[src/rtl/systolic_feed_ctrl_pkg.sv]
// rtl/systolic_feed_ctrl_pkg.sv - shared states, latency constants and default widths
package systolic_feed_ctrl_pkg;

    typedef enum logic [2:0] {
        IDLE  = 3'd0,
        CLEAR = 3'd1,
        FEED  = 3'd2,
        DRAIN = 3'd3,
        DONE  = 3'd4
    } state_t;

    localparam int DEF_N      = 4;
    localparam int DEF_ADDR_W = 8;
    localparam int DEF_K_W    = 8;

    // Operand memories return data one cycle after the read enable.
    localparam int RD_LAT = 1;

    // Read latency + edge skew + array traversal + final MAC.
    function automatic int drain_cycles(input int n);
        return 2 * n;
    endfunction

endpackage

[src/rtl/systolic_feed_ctrl_valid_skew_line.sv]
// rtl/systolic_feed_ctrl_valid_skew_line.sv - registered delay line producing skewed per-lane valids
module valid_skew_line #(
    parameter int N   = 4,
    parameter int LAT = 1
) (
    input  logic         clk,
    input  logic         rst,
    input  logic         din,
    output logic [N-1:0] lane_valid
);

    localparam int DEPTH = N + LAT - 1;

    logic [DEPTH-1:0] sr;

    always_ff @(posedge clk) begin
        if (rst) begin
            sr <= '0;
        end else begin
            sr <= {sr[DEPTH-2:0], din};
        end
    end

    // Lane 0 sits LAT cycles behind the read enable; each further lane adds one.
    assign lane_valid = sr[DEPTH-1:LAT-1];

endmodule

[src/rtl/systolic_feed_ctrl.sv]
// rtl/systolic_feed_ctrl.sv - sequences clear, operand feed and drain for one systolic pass
module systolic_feed_ctrl
    import systolic_feed_ctrl_pkg::*;
#(
    parameter int N      = DEF_N,
    parameter int ADDR_W = DEF_ADDR_W,
    parameter int K_W    = DEF_K_W
) (
    input  logic              clk,
    input  logic              rst,
    input  logic              start,
    input  logic [K_W-1:0]    k_len,
    input  logic [ADDR_W-1:0] a_base,
    input  logic [ADDR_W-1:0] b_base,
    output logic              busy,
    output logic              done,
    output logic              acc_clear,
    output logic              a_rd_en,
    output logic [ADDR_W-1:0] a_rd_addr,
    output logic              b_rd_en,
    output logic [ADDR_W-1:0] b_rd_addr,
    output logic [N-1:0]      lane_valid
);

    localparam int DRAIN_N = drain_cycles(N);
    localparam int DW      = $clog2(DRAIN_N);
    localparam logic [DW-1:0] DRAIN_LAST = DW'(DRAIN_N - 1);

    state_t            state;
    logic [K_W-1:0]    k_reg;
    logic [K_W-1:0]    beat;
    logic [ADDR_W-1:0] a_base_reg;
    logic [ADDR_W-1:0] b_base_reg;
    logic [DW-1:0]     drain_cnt;

    always_ff @(posedge clk) begin
        if (rst) begin
            state      <= IDLE;
            k_reg      <= '0;
            beat       <= '0;
            a_base_reg <= '0;
            b_base_reg <= '0;
            drain_cnt  <= '0;
            busy       <= 1'b0;
            done       <= 1'b0;
            acc_clear  <= 1'b0;
            a_rd_en    <= 1'b0;
            b_rd_en    <= 1'b0;
            a_rd_addr  <= '0;
            b_rd_addr  <= '0;
        end else begin
            done      <= 1'b0;
            acc_clear <= 1'b0;
            case (state)
                IDLE: begin
                    if (start) begin
                        k_reg      <= k_len;
                        a_base_reg <= a_base;
                        b_base_reg <= b_base;
                        busy       <= 1'b1;
                        if (k_len == '0) begin
                            state <= DONE;
                            done  <= 1'b1;
                        end else begin
                            state     <= CLEAR;
                            acc_clear <= 1'b1;
                        end
                    end
                end
                CLEAR: begin
                    beat      <= '0;
                    a_rd_en   <= 1'b1;
                    b_rd_en   <= 1'b1;
                    a_rd_addr <= a_base_reg;
                    b_rd_addr <= b_base_reg;
                    state     <= FEED;
                end
                FEED: begin
                    // beat indexes the read currently on the bus; it never exceeds k_len-1.
                    if (beat == k_reg - 1'b1) begin
                        a_rd_en   <= 1'b0;
                        b_rd_en   <= 1'b0;
                        drain_cnt <= '0;
                        state     <= DRAIN;
                    end else begin
                        beat      <= beat + 1'b1;
                        a_rd_addr <= a_rd_addr + 1'b1;
                        b_rd_addr <= b_rd_addr + 1'b1;
                    end
                end
                DRAIN: begin
                    if (drain_cnt == DRAIN_LAST) begin
                        done  <= 1'b1;
                        state <= DONE;
                    end else begin
                        drain_cnt <= drain_cnt + 1'b1;
                    end
                end
                DONE: begin
                    busy  <= 1'b0;
                    state <= IDLE;
                end
                default: begin
                    busy  <= 1'b0;
                    state <= IDLE;
                end
            endcase
        end
    end

    valid_skew_line #(
        .N   (N),
        .LAT (RD_LAT)
    ) u_skew (
        .clk        (clk),
        .rst        (rst),
        .din        (a_rd_en),
        .lane_valid (lane_valid)
    );

endmodule
[config.mk]
export PLATFORM = sky130hd
export DESIGN_NAME = systolic_feed_ctrl
export DESIGN_NICKNAME = d
export VERILOG_FILES = /design/src/rtl/systolic_feed_ctrl_pkg.sv /design/src/rtl/systolic_feed_ctrl_valid_skew_line.sv /design/src/rtl/systolic_feed_ctrl.sv
export SDC_FILE = /design/constraint.sdc
export NUM_CORES = 1
export LEC_CHECK = 0
export CAP_MARGIN = 10
export CORE_MARGIN = 2
export CORE_UTILIZATION = 32
export CTS_CLUSTER_SIZE = 24
export DETAILED_ROUTE_END_ITERATION = 8
export GPL_ROUTABILITY_DRIVEN = 0
export PLACE_DENSITY_LB_ADDON = 0.05
export SKIP_LAST_GASP = 1
export SYNTH_ARGS = -nofsm -noshare
export SYNTH_HDL_FRONTEND = slang
export SYNTH_SLANG_ARGS = --single-unit
[constraint.sdc]
create_clock -name clk -period 5.4 [get_ports clk]
set_clock_uncertainty 0.1 [all_clocks]
set_input_delay 0.81 -clock clk [delete_from_list [all_inputs] [get_ports clk]]
set_output_delay 0.81 -clock clk [all_outputs]
set_load 0.01 [all_outputs]
# Yosys cells after proc, flatten, opt, wreduce, memory -nomap -nowiden
# Index checks and enable logic that the tools add are counted.
[op_classes]
add_sub_neg = 5
muxes = 23
reduce_logical = 12
n_bitwise = 3
n_eq_ne = 10
[ops]
columns = ["operator", "count"]
rows = [
  ["$pmux W8 S2", 3],
  ["$add A8 B1 Y8 const B", 3],
  ["$mux W8", 3],
  ["$mux W3", 6],
  ["$pmux W3 S4", 1],
  ["$ne A2 B2 Y1 const B", 5],
  ["$eq A8 B8 Y1", 1],
  ["$logic_not A8 Y1", 1],
  ["$reduce_and A2 Y1", 4],
  ["$sub A8 B1 Y8 const B", 1],
  ["$eq A3 B2 Y1 const B", 2],
  ["$mux W1", 6],
  ["$pmux W1 S2", 3],
  ["$pmux W3 S2", 1],
  ["$reduce_and A3 Y1", 2],
  ["$reduce_or A3 Y1", 2],
  ["$reduce_bool A2 Y1", 2],
  ["$add A3 B1 Y3 const B", 1],
  ["$eq A3 B1 Y1 const B", 1],
  ["$eq A3 B3 Y1 const B", 1],
  ["$logic_not A3 Y1", 1],
  ["$not A1 Y1", 3],
]
[totals]
reg_bits = 62
wordCells = 66

# Longest topological paths before layout
[depth]
ltp_word = 4
ltp_mapped = 10

# Modules after synthesis
# A second synthesis with hierarchy kept.
[unflattened]
hier_cells = 381
hier_area_um2 = 3071.7
[modules_own_cells]
columns = ["mod", "cells_each", "area_each_um2", "n_inst"]
rows = [
  ["systolic_feed_ctrl", 373, 2966.6, 1],
  ["valid_skew_line", 8, 105.1, 1],
]

# Worst setup path after synthesis
# Ideal clock, no wire load.
[synth_timing]
path_type = "reg-to-reg"
start = "reg k_reg[2]"
end = "reg state[0]"
arrival_time_ns = 2.523
stages_incl_launch_ff = 9
path_buffers = 2
required_time_ns = 5.197
path_slack_ns = 2.674
setup_ns = 0.103
cell_sequence = "dfxtp_1 -> buf_6 -> or4_4 -> or4_4 -> a2111oi_4 -> o211a_4 -> buf_6 -> nor2_2 -> a2111oi_2"
[synth_between]
elab_chain_cells = 4
[synth_rtl]
columns = ["item", "line_no", "source"]
rows = [
  ["start: declaration", "systolic_feed_ctrl.sv:30", "logic [K_W-1:0] k_reg;"],
  ["start signal: assignment", "systolic_feed_ctrl.sv:57", "k_reg <= k_len;"],
  ["$sub A8 B1 Y8", "systolic_feed_ctrl.sv:80", "if (beat == k_reg - 1'b1) begin"],
  ["$eq A8 B8 Y1", "systolic_feed_ctrl.sv:80", ""],
  ["$ne A2 B2 Y1 (no line)", "-", ""],
  ["$reduce_and A3 Y1 (no line)", "-", ""],
  ["end signal: assignment", "systolic_feed_ctrl.sv:76", "state <= FEED;"],
  ["end signal: assignment", "systolic_feed_ctrl.sv:84", "state <= DRAIN;"],
  ["end signal: assignment", "systolic_feed_ctrl.sv:94", "state <= DONE;"],
  ["end: declaration", "systolic_feed_ctrl.sv:29", "state_t state;"],
]
# No other way between the ends.
# A chain may end at the register's enable or synchronous reset.

# Worst setup path in the final report
[layout_timing]
start = "reg k_reg[2]"
end = "reg a_rd_addr[3]"
[layout_between]
elab_chain_cells = 4
[layout_rtl]
columns = ["item", "line_no", "source"]
rows = [
  ["$sub A8 B1 Y8", "systolic_feed_ctrl.sv:80", ""],
  ["$eq A8 B8 Y1", "systolic_feed_ctrl.sv:80", ""],
  ["$ne A2 B2 Y1 (no line)", "-", ""],
  ["$reduce_and A2 Y1 (no line)", "-", ""],
  ["end signal: assignment", "systolic_feed_ctrl.sv:74", "a_rd_addr <= a_base_reg;"],
  ["end signal: assignment", "systolic_feed_ctrl.sv:87", "a_rd_addr <= a_rd_addr + 1'b1;"],
  ["end: declaration", "systolic_feed_ctrl.sv:19", "output logic [ADDR_W-1:0] a_rd_addr,"],
]
# No other way between the ends.

==> impl_results.md <==
* Die W at between 100 and 150 um
* Post-synth top area share at 0.389
* Diode count at 0
* Synth Area per Inst at 7.93 sq um
* Synthesis Warnings at 0
* Gr usage total at 0.172
* Clk pwr share at 0.350
* # nets final at 471
* # rows at 36
* Hold Path Class: flip-flop to flip-flop
* Worst EP arrival at 3.18 ns
* Layer with the highest usage: met2
* Sink Count at 62
* Fill cells at 1054
* Status: completed
* Reg power frac at 0.437
* Top_reg_cell synth: dfxtp_1
* Vias in the first global route at 2913
* Period utilization at 0.569
* Crit. End Element: flip-flop
* Met2 usage in global routing at 0.277
* Max VDD drop at roughly 110 uV
* Htree depth at 3
* Yosys top cell by area: dfxtp_1
* Max FO, Critical Path at 11
* Wire length per cell at 15.6 um
* # DRC at 0
* PostCTS Resize Cnt at 0
* Family with the most delay on the worst path: compound AO/OA/AOI/OAI gates
* Sw Share at 0.312
* Post-synth cell types at 58
* Top post-synthesis cells by area: dfxtp_1 39%, nand2_1 9.3%, a21oi_1 8.5%, clkbuf_1 2.6%, ha_1 2.4%
* CTS tree: yes
* WP data required at between 5 and 6 ns
* Via/cell ratio at 5.21
* Post-synth ARST share at 0
* Effective utilization at floorplan at 0.328
* First-pass GRT wire length at 14900 um
* Hold path startpoint: b_base_reg[7]
* Largest net degree at the start of global routing at 51
* Core box area at ~0.0097 sq mm
* R2R setup slack at 2.33 ns
* WHS Endpoint: b_base_reg[7]
* Clk Latency, worst-skew pair at ~0.34 ns
* FMAX at 326 MHz
* RSZ-0062 raised after global routing: no
* Hold Fails Final Rpt at 0
* Relative slew slack at 0.490
* Cell mode on critical path: or4_4
* Layout cells sized above 1 at 0.0722
* IO Port Bufs at 51
* Buf/Inv on CP at 0
* Register bit total from synthesis at 62
* GR met1 Demand/Resource at 0.233
* Clock slew at reported path FFs at approximately 0.070 ns
* Seq/Total Area, Yosys at 0.389
* Slowest-stage cell, CP: or4_4
* Setup total negative slack at 0 ns
* Net Count, Synth at 435
* Hold Path Cell Cnt at 2
* Io pins at 52
* Clock Path Buffers at 2
* Gr ovfl total at 0
* Initial antenna violation count at 0
* Die Y at 104 um
* Die ar. at 0.0108 sq mm
* Final WL at 8980 um
* Reg-to-reg endpoint: a_rd_addr[3]
* Internal power at between 0.0008 and 0.0009 W
* CTS hold repair buffers at 0
* Psw at 0.000379 W
* Post-Synthesis Cells at 402
* Setup crit start kind: flip-flop
* Tmin final at 3.07 ns
* Detailed placer's ending HPWL at around 6000 um
* WS Path Type: flip-flop to flip-flop
* Placed Cells at 560
* CTS Buf Count at 9
* Most frequent cells in the layout: 79 x nand2_1, 62 x dfxtp_1, 54 x a21oi_1
* First-pass DRT Iterations at 4
* Clk root buf: clkbuf_8
* Endpoints failing setup at 0
* Power per Cell Area at 308 mW/mm^2
* Synthesized area at between 0.003 and 0.004 sq mm
* Leak pwr at between 1 and 1.5 nW
* CP peak stage delay at 0.56 ns
* Maxcap violations at 0
* Crit-path cells: or4_4, or4_4, a2111oi_4, o211ai_2, a21oi_1, o32ai_1
* FF-to-FF path depth at 6
* Commonest non-fill, non-tap cell in the layout: nand2_1
* Number of flops mapped to enable cells by yosys at 0
* Number of setup buffers added after CTS at 0
* Post-DRT Antenna Nets at 0
* Met3 GRT Util at 0.0283
* Area grow syn2layout at 23.5%
* Slew Limit Fails at 0
* DRT iter0 DRCs at 97
* Logic pwr share at 0.213
* Cell Count, Final, Fillers Out at 576
* Worst r2r src: k_reg[2]
* Worst Max-Slew Pin Slew at 0.764 ns
* Vias at between 3k and 4k
==> synth_stat cells (all sizes together), types with 3 or more instances <==
cell type and instances:
a211oi 3, a21oi 54, a221oi 3, and2 3
and3 4, buf 7, clkbuf 22, dfxtp 62
ha 6, inv 8, nand2 80, nand2b 3
nand3 13, nand4 7, nor2 15, nor2b 4
nor3 15, nor4 4, o211ai 6, o21ai 14
o31ai 4, o32ai 5, or2 3, or3 10
or4 6, xnor2 6, xor2 4
==> kinds of logic after synthesis <==
| family | after synthesis | share of synthesized area |
|---|---|---|
| muxes | 3 | 0.00982 |
| and+or+nand+nor | 170 | 0.256 |
| xor gates and xnor gates | 10 | 0.0275 |
| AOI/OAI and AO/OA | 114 | 0.238 |
| DFF | 62 | 0.389 |
| buffers and inverters | 37 | 0.0550 |
| adders and majority gates | 6 | 0.0236 |
==> worst max-delay path by stage <==
stage              from            to  slack, ns  cells after the start
2_1_floorplan  k_reg[2]      state[0]       2.67                      8
3_3_place_gp   k_reg[2]  b_rd_addr[4]       2.35                      6
3_5_place_dp   k_reg[2]  b_rd_addr[3]       2.30                      6
4_1_cts        k_reg[2]  b_rd_addr[4]       2.28                      6
5_1_grt        k_reg[2]  a_rd_addr[4]       2.08                      6
6_report       k_reg[2]  a_rd_addr[3]       2.33                      6
==> tightest hold or removal path, cell delays in order (launching register included) <==
cell     delay [ns]
dfxtp_1        0.31
nand2_1        0.05
a21oi_1        0.05
==> metal layers <==
metal  share of wire  wire length (um)
met1            0.49              4360
met2            0.47              4210
met3           0.030               270
met4           0.015               136
met5               0                 0
==> cell type report <==
class | instances | area (sq um) | share of cell area
clock buffers | 12 | 155 | 0.0394
clock inverters | 4 | 45.0 | 0.0114
inverters | 8 | 30.0 | 0.00763
multi-input cells | 303 | 1770 | 0.450
flip-flops and latches | 62 | 1240 | 0.315
well taps | 133 | 166 | 0.0423
repair buffers | 54 | 528 | 0.134
==> through the flow <==
stage	total power, W	setup WS, ns	hold WS [ns]	cell area [sq um]	utilization
floorplan	0.000702	2.67	0.337	3190	-
global placement	0.000798	2.35	0.349	3740	0.384
detailed placement	0.000799	2.30	0.354	3740	0.384
CTS	0.00123	2.28	0.364	3940	0.405
global route	0.00129	2.08	0.382	3940	0.405
finish	0.00121	2.33	0.360	3940	0.405
==> power groups by stage <==
| stage | Combinational [W] | Clock (W) | Sequential [W] |
|---|---|---|---|
| floorplan | 0.000173 | 0 | 0.000529 |
| global placement | 0.000258 | 0 | 0.000540 |
| detailed placement | 0.000260 | 0 | 0.000540 |
| CTS | 0.000261 | 0.000437 | 0.000529 |
| global route | 0.000287 | 0.000463 | 0.000536 |
| finish | 0.000258 | 0.000425 | 0.000529 |
Power figures use the tool's default switching activity.
